`src/rtl/vga_dot_serializer.sv`:
```
// vga_dot_serializer
// Parallel-to-serial dot shifter feeding the pixel panning stage. A 32-bit
// character fetch {plane3,plane2,plane1,plane0} is accepted into a hold
// buffer through a valid/ready handshake and moved into the active register
// at a character boundary. One 4-bit dot (bit p = plane p) is emitted per
// dot-clock enable in planar, interleaved or 256-colour packed order.
//
// Ports:
//   clk, reset             dot clock, synchronous active-high reset
//   clk_en                 dot clock enable (dot index / outputs advance)
//   ser_en                 serializer enable, sampled at character boundaries
//   shift_mode[1:0]        00 planar, 01 interleaved, 1x packed
//   char_9dot, dot9_dup    9-dot cell (planar), dot 8 repeats dot 7
//   ld_valid, ld_ready     fetch handshake (ready = hold buffer empty)
//   ld_data[31:0]          fetch word
//   dout[3:0], dout_valid  serial dot and its validity
//   char_start             pulse when dot 0 of a cell is emitted (including
//                          the zero-filled cell that follows an underrun)
//   underrun               sticky: boundary reached with hold buffer empty
module vga_dot_serializer (
  input  logic        clk,
  input  logic        reset,
  input  logic        clk_en,
  input  logic        ser_en,
  input  logic [1:0]  shift_mode,
  input  logic        char_9dot,
  input  logic        dot9_dup,
  input  logic        ld_valid,
  output logic        ld_ready,
  input  logic [31:0] ld_data,
  output logic [3:0]  dout,
  output logic        dout_valid,
  output logic        char_start,
  output logic        underrun
);

  typedef enum logic {S_IDLE, S_RUN} state_t;

  state_t      state, state_nxt;
  logic [31:0] hold_data;
  logic        hold_full;
  logic [31:0] act_data;
  logic [1:0]  act_mode;
  logic        act_9dot, act_dup, act_valid;
  logic [3:0]  idx, idx_nxt, last_idx;
  logic        transfer, starve, accept;
  logic [3:0]  pixel;

  logic [7:0]  p0, p1, p2, p3, ia, ib, pk;
  logic [2:0]  bpos, ihi, ilo;

  // hold_full is a register, so ready is a registered flag with no input path
  assign ld_ready = ~hold_full;
  assign accept   = ld_valid & ~hold_full;
  assign last_idx = (act_9dot && act_mode == 2'b00) ? 4'd8 : 4'd7;

  assign p0 = act_data[7:0];
  assign p1 = act_data[15:8];
  assign p2 = act_data[23:16];
  assign p3 = act_data[31:24];

  // Next-state / sequencing decisions
  always_comb begin
    state_nxt = state;
    idx_nxt   = idx;
    transfer  = 1'b0;
    starve    = 1'b0;
    if (clk_en) begin
      case (state)
        S_IDLE: begin
          if (ser_en && hold_full) begin
            transfer  = 1'b1;
            idx_nxt   = '0;
            state_nxt = S_RUN;
          end
        end
        S_RUN: begin
          if (idx == last_idx) begin
            idx_nxt = '0;
            if (!ser_en)       state_nxt = S_IDLE;
            else if (hold_full) transfer = 1'b1;
            else                starve   = 1'b1;
          end else begin
            idx_nxt = idx + 4'd1;
          end
        end
        default: state_nxt = S_IDLE;
      endcase
    end
  end

  // Dot selection from the active word
  always_comb begin
    pixel = '0;
    bpos  = 3'd7 - idx[2:0];
    ihi   = 3'd7 - {idx[1:0], 1'b0};
    ilo   = 3'd6 - {idx[1:0], 1'b0};
    ia    = idx[2] ? p1 : p0;
    ib    = idx[2] ? p3 : p2;
    case (idx[2:1])
      2'd0:    pk = p0;
      2'd1:    pk = p1;
      2'd2:    pk = p2;
      default: pk = p3;
    endcase
    if (act_mode[1]) begin
      pixel = idx[0] ? pk[3:0] : pk[7:4];
    end else if (act_mode[0]) begin
      pixel = {ib[ihi], ib[ilo], ia[ihi], ia[ilo]};
    end else if (idx[3]) begin
      // ninth dot: copy of dot 7 (bit 0 of each plane) or blank
      pixel = act_dup ? {p3[0], p2[0], p1[0], p0[0]} : '0;
    end else begin
      pixel = {p3[bpos], p2[bpos], p1[bpos], p0[bpos]};
    end
  end

  always_ff @(posedge clk) begin
    if (reset) begin
      state      <= S_IDLE;
      idx        <= '0;
      hold_data  <= '0;
      hold_full  <= 1'b0;
      act_data   <= '0;
      act_mode   <= '0;
      act_9dot   <= 1'b0;
      act_dup    <= 1'b0;
      act_valid  <= 1'b0;
      dout       <= '0;
      dout_valid <= 1'b0;
      char_start <= 1'b0;
      underrun   <= 1'b0;
    end else begin
      state <= state_nxt;
      idx   <= idx_nxt;

      // transfer needs hold_full and accept needs it clear: never both
      if (transfer) hold_full <= 1'b0;
      if (accept) begin
        hold_data <= ld_data;
        hold_full <= 1'b1;
      end

      if (transfer) begin
        act_data  <= hold_data;
        act_mode  <= shift_mode;
        act_9dot  <= char_9dot;
        act_dup   <= dot9_dup;
        act_valid <= 1'b1;
      end else if (starve) begin
        act_data  <= '0;
        act_mode  <= '0;
        act_9dot  <= 1'b0;
        act_dup   <= 1'b0;
        act_valid <= 1'b0;
        underrun  <= 1'b1;
      end

      char_start <= 1'b0;
      if (clk_en) begin
        if (state == S_RUN) begin
          dout       <= pixel;
          dout_valid <= act_valid;
          char_start <= (idx == 4'd0);
        end else begin
          dout       <= '0;
          dout_valid <= 1'b0;
        end
      end
    end
  end

endmodule

```
`config.mk`:
```
export PLATFORM = sky130hd
export DESIGN_NAME = vga_dot_serializer
export DESIGN_NICKNAME = d
export VERILOG_FILES = /design/src/rtl/vga_dot_serializer.sv
export SDC_FILE = /design/constraint.sdc
export NUM_CORES = 1
export LEC_CHECK = 0
export CAP_MARGIN = 20
export CORE_ASPECT_RATIO = 0.7
export CORE_MARGIN = 2
export CORE_UTILIZATION = 45
export DETAILED_ROUTE_END_ITERATION = 10
export GPL_ROUTABILITY_DRIVEN = 0
export PLACE_DENSITY = 0.67
export SLEW_MARGIN = 20
export SYNTH_ARGS = -nofsm -noshare
export SYNTH_HDL_FRONTEND = slang
export SYNTH_SLANG_ARGS = --single-unit
export TNS_END_PERCENT = 20
```
`constraint.sdc`:
```
create_clock -name clk -period 3 [get_ports clk]
set_clock_uncertainty 0.2 [all_clocks]
set_input_delay 0.3 -clock clk [delete_from_list [all_inputs] [get_ports clk]]
set_output_delay 0.3 -clock clk [all_outputs]
set_load 0.1 [all_outputs]
```
# ---- Word-level counts from Yosys, hierarchy flattened
# Cells that the tools add are included.
# Widths: inputs -> output; s select.
dict set report totals {
  output_inout_bits 8
  ff_bits 82
  memories 0
  mem_bits_rw 0
  elab_cells 93
  rom_bits 0
  latchBits 0
}
dict set report op_classes {
  n_lt_le_gt_ge 3
  eq_ne 4
  n_bitwise 5
  muxes 54
  div_mod_pow 0
  mul 0
  n_reduce_logical 10
  add_sub_neg 4
  n_shift 0
}
# operator n
set ops {}
lappend ops {{$mux 32} 2}
lappend ops {{$mux 4} 9}
lappend ops {{$mux 1} 27}
lappend ops {{$bmux 1 s3} 8}
lappend ops {{$pmux 8 s3} 1}
lappend ops {{$mux 8} 2}
lappend ops {{$lt 3x4->1 const B} 3}
lappend ops {{$sub 3x3->3 const A} 3}
lappend ops {{$pmux 4 s2} 1}
lappend ops {{$add 4x1->4 const B} 1}
lappend ops {{$eq 4x4->1} 1}
lappend ops {{$logic_not 2->1} 2}
lappend ops {{$logic_not 4->1} 1}
lappend ops {{$mux 2} 2}
lappend ops {{$not 1->1} 4}
lappend ops {{$pmux 1 s2} 2}
lappend ops {{$reduce_and 2->1} 2}
lappend ops {{$reduce_bool 2->1} 2}
lappend ops {{$reduce_or 3->1} 1}
lappend ops {{$eq 2x1->1 const B} 1}
lappend ops {{$eq 2x2->1 const B} 1}
lappend ops {{$logic_and 1x1->1} 2}
lappend ops {{$ne 2x2->1 const B} 1}
lappend ops {{$and 1x1->1} 1}

# ---- Depth between registers and ports, before layout
dict set report depth {
  ltp_word 9
  depth_mapped 8
}

# ---- Least setup slack after synthesis
# Ideal clock, no wire load.
dict set report synth_timing {
  path_type {register -> register}
  from {reg act_mode[1]}
  to {reg act_data[10]}
  setup_time_ns 0.117
  t_arrival_ns 1.927
  required_time_ns 2.683
  path_slack_ns 0.756
  stages_incl_launch_ff 9
  path_cell_list {dfxtp_1 -> buf_2 -> nor3b_1 -> mux2i_2 -> nand2_2 -> o221a_1 -> buf_6 -> buf_6 -> a22o_1}
}
dict set report synth_via {
  elab_chain_cells 8
}
# item line_no
set synth_rtl {}
lappend synth_rtl {{start: declaration} 43} ;# logic [1:0] act_mode;
lappend synth_rtl {{start signal: assignment} 146} ;# act_mode <= shift_mode;
lappend synth_rtl {{$logic_not 2->1 (*)} 55} ;# assign last_idx = (act_9dot && act_mode == 2'b00) ? 4'd8 : 4'd7;
lappend synth_rtl {{$logic_and 1x1->1 (*)} 55}
lappend synth_rtl {{$mux 4 (*)} 55}
lappend synth_rtl {{$eq 4x4->1 (*)} 78} ;# if (idx == last_idx) begin
lappend synth_rtl {{$mux 1} 78}
lappend synth_rtl {{$pmux 1 s2 or $mux 1 (tied branches)} 69} ;# case (state)
lappend synth_rtl {{$mux 1} 68} ;# if (clk_en) begin
lappend synth_rtl {{$mux 32 or $reduce_bool 2->1 (tied branches)} n/a}
lappend synth_rtl {{end signal: assignment} 145} ;# act_data <= hold_data;
lappend synth_rtl {{end: declaration} 42} ;# logic [31:0] act_data;
# Mark *: on every way between the ends. The rest lies on a longest branch, timed or not.
# A chain may end at the register's enable or synchronous reset.

# ---- Final worst setup path
dict set report layout_timing {
  from {reg act_mode[0]}
  to {reg act_mode[1]}
}
dict set report layout_via {
  elab_chain_cells 8
}
# item line_no
set layout_rtl {}
lappend layout_rtl {{$logic_not 2->1 (*)} 55}
lappend layout_rtl {{$logic_and 1x1->1 (*)} 55}
lappend layout_rtl {{$mux 4 (*)} 55}
lappend layout_rtl {{$eq 4x4->1 (*)} 78}
lappend layout_rtl {{$mux 1} 78}
lappend layout_rtl {{$pmux 1 s2 or $mux 1 (tied branches)} 69}
lappend layout_rtl {{$mux 1} 68}
lappend layout_rtl {{$mux 2 or $reduce_bool 2->1 (tied branches)} n/a}
# Marks and branches as above.

==> impl_results.md <==
* Status: finished with violations
* Failing checks: design-rule violations
* Worst r2r path cells at 6
* Critical-path maximum fanout at 22
* Arrival @ worst endpoint at 2.68 ns
* Grt ovf at 0
* Cts hold-fix bufs at 0
* IO Count at 49
* Placed cell area at 4233 sq um
* Max Slew Vio Count at 0
* Final ANT Viol Nets at 0
* Hold path cells at 2
* # setup viols final at 0
* Share of layout cells above drive strength 1 at 10.21%
* Post-Synthesis Cells at 428
* DIE HEIGHT at 80.26 microns
* Max-Cap Viols at 0
* Least-Margin Pin Slew at 0.6348 ns
* Hold crit path type: flip-flop to flip-flop
* Fmax at 376.2 MHz
* Setup CP Type: flip-flop to flip-flop
* CP Capture Type: flip-flop
* Area growth, synth to finish at 21.69%
* Pwr Density at 552.1 nW/um^2
* Part of the Yosys area used for sequential elements at 43.91%
* Syn Std Cell Area at 3739 sq um
* Setup repair bufs after CTS at 0
* Maximum VDD drop at 368.8 uV
* DR pass1 iterations at 8
* Hold slack at 0.2545 ns
* Final Net Count at 509
* DP Wirelength at 6526 microns
* Crit share post-route at 88.61%
* Synth top area cells: dfxtp_1, nand2_1, a22o_1
* Final hold violations at 0
* WL/cell at 16.17 microns
* Std cell rows at 27
* Core Region at 7973 sq um
* Worst R2R End: act_mode[1]
* Leakage at 0.001670 uW
* Hold Crit Start: hold_data[12]
* Die footprint at 9065 sq um
* Sink Count at 82
* First-pass GRT wire length at 15,170 microns
* Post-synth top flop: dfxtp_1
* Post-Syn Nets at 471
* Synth top area share at 43.91%
* Fillcell total at 720
* Min Tclk post-route at 2.658 ns
* WHS Endpoint: hold_data[12]
* H-tree depth at 3
* Leading cell types by count after synthesis: nand2_1, dfxtp_1, a21oi_1
* Leading area contributor after synthesis: dfxtp_1
* Vias/cell at 5.709
* Setup TNS Final at 0 ns
* Initial Util at 46.89%
* CTS tree: done
* GRT Util Overall at 21.40%
* Async S/R FF share, synth at 0%
* RSZ-0062 raised after global routing: no
* DR iter-0 viols at 323
* Largest net degree at the start of global routing at 50
* Reg2reg start: act_mode[0]
* Inst Count DP at 556
* # DRC at 4
* Rel. slew slack at 57.68%
* Pwr Total at 2512 uW
* I/O Buffers at 48
* Syn Area/Cell at 8.735 sq um
* Latest clock arrival within the worst-skew pair at 0.33 ns
* Total Wirelength at 9231 microns
* Max Root-Sink Buffers at 2
* Initial antenna violation count at 0
* Clock transition at path regs at 0.06 ns
* Vias at 3,260
* Post-synth EDFFs at 0
* Critical path required time at 3.02 ns
* Startpoint types: flip-flop
* Synth cell types at 54
* Post-CTS Resized at 0
* DIE WIDTH at 112.9 microns
* Vias in the first global route at 3,023
* #FFs+latches synth at 82
* YS warnings at 0
* Internal reg-to-reg setup slack at 0.34 ns
* # diodes at 0
* Cell area after layout at 4549 sq um
* Root Driver: clkbuf_16
* TritonCTS buffer count at 9
* Layout Cells excl Fill at 571
* Count leader, synth: nand2_1
[per-layer routing]
metal / vias up / global-route usage, % / wire (microns)
li1: 1619 / - / -
met1: 1494 / 28.88 / 4386
met2: 132 / 31.87 / 3892
met3: 15 / 7.245 / 787
met4: 0 / 7.805 / 165
met5: - / 0 / 0
[power breakdown]
part           leakage (uW)  total (uW)  internal (uW)  switching, uW
sequential         0.000666        1150           1120           27.1
combinational      0.000848         209           95.3            114
clock              0.000156        1150            727            424
[how the worst max path moves through the flow]
| stage | startpoint | endpoint | slack (ns) | depth (start not counted) |
|---|---|---|---|---|
| floorplan | act_mode[1] | act_data[10] | 0.76 | 8 |
| global placement | act_mode[0] | act_9dot | 0.46 | 6 |
| detailed placement | act_mode[0] | act_mode[1] | 0.39 | 6 |
| CTS | act_mode[0] | act_mode[1] | 0.36 | 6 |
| global route | act_mode[0] | act_mode[1] | 0.18 | 6 |
| finish | act_mode[0] | act_mode[1] | 0.34 | 6 |
[state kept, by name, indices dropped and copies added, names as in the netlist]
name        cells
act_dup         1
state           1
hold_data      32
hold_full       1
char_start      1
dout            4
act_valid       1
act_9dot        1
act_mode        2
idx             4
act_data       32
underrun        1
dout_valid      1
[per-stage QoR]
step	worst slack, ns	utilization [%]
after floorplan	0.7557	-
after global placement	0.4613	53.09
after detailed placement	0.3905	53.09
after CTS	0.3649	57.06
after global routing	0.1841	57.06
final	0.3416	57.06
[cells by family after synthesis]
logic type | count (synthesis) | share of synthesized area, %
buffers and inverters | 37 | 5.254
adders and majority gates | 2 | 0.6692
AOI/OAI and AO/OA | 139 | 25.37
muxes | 19 | 6.359
DFF | 82 | 43.91
and+or+nand+nor | 149 | 18.44
[worst max-delay path, cell delays in order, from the launching register on]
cell     delay [ns]
dfxtp_1        0.38
nor3b_1        0.37
mux2i_2        0.40
nand2_2        0.12
o221a_1        0.49
buf_4          0.32
a22o_1         0.26
[cell type report]
class / count / area, sq um / area share (%)
Inverter: 5 / 18.77 / 0.4125
Clock buffer: 9 / 225.2 / 4.950
Sequential cell: 82 / 1642 / 36.08
Multi-Input combinational cell: 309 / 1903 / 41.83
Clock inverter: 6 / 91.34 / 2.008
Timing Repair Buffer: 59 / 543.0 / 11.94
Tap cell: 101 / 126.4 / 2.778
[placed cells by master, fill, tap and decap left out, types with 2 or more instances in the layout]
cell | Yosys | routed
or3_1 | 2 | 2
o221a_1 | 2 | 2
o221ai_1 | 2 | 2
a21boi_0 | 3 | 3
mux2_2 | 4 | 4
a211oi_1 | 4 | 4
o21a_1 | 2 | 2
bufinv_16 | 0 | 2
ha_1 | 2 | 2
a21o_1 | 2 | 2
and3_1 | 5 | 5
mux4_2 | 3 | 3
o21ai_1 | 6 | 6
mux2i_1 | 10 | 10
nand2b_1 | 12 | 12
nor2b_1 | 7 | 6
nand4_1 | 2 | 2
inv_1 | 4 | 4
dfxtp_1 | 82 | 82
clkbuf_16 | 0 | 9
a21oi_1 | 53 | 53
nor3_1 | 2 | 2
nor3b_1 | 2 | 2
clkinv_4 | 0 | 2
o22ai_1 | 3 | 3
a22o_1 | 36 | 36
a31oi_1 | 8 | 8
nand2_1 | 91 | 91
o32ai_1 | 2 | 2
buf_4 | 0 | 19
nor2_1 | 9 | 9
a22oi_1 | 3 | 3
o21ai_0 | 3 | 3
nand3_1 | 9 | 9
clkdlybuf4s50_1 | 0 | 40
and2_1 | 2 | 2
No activity file was read; power rests on OpenSTA's default activity.
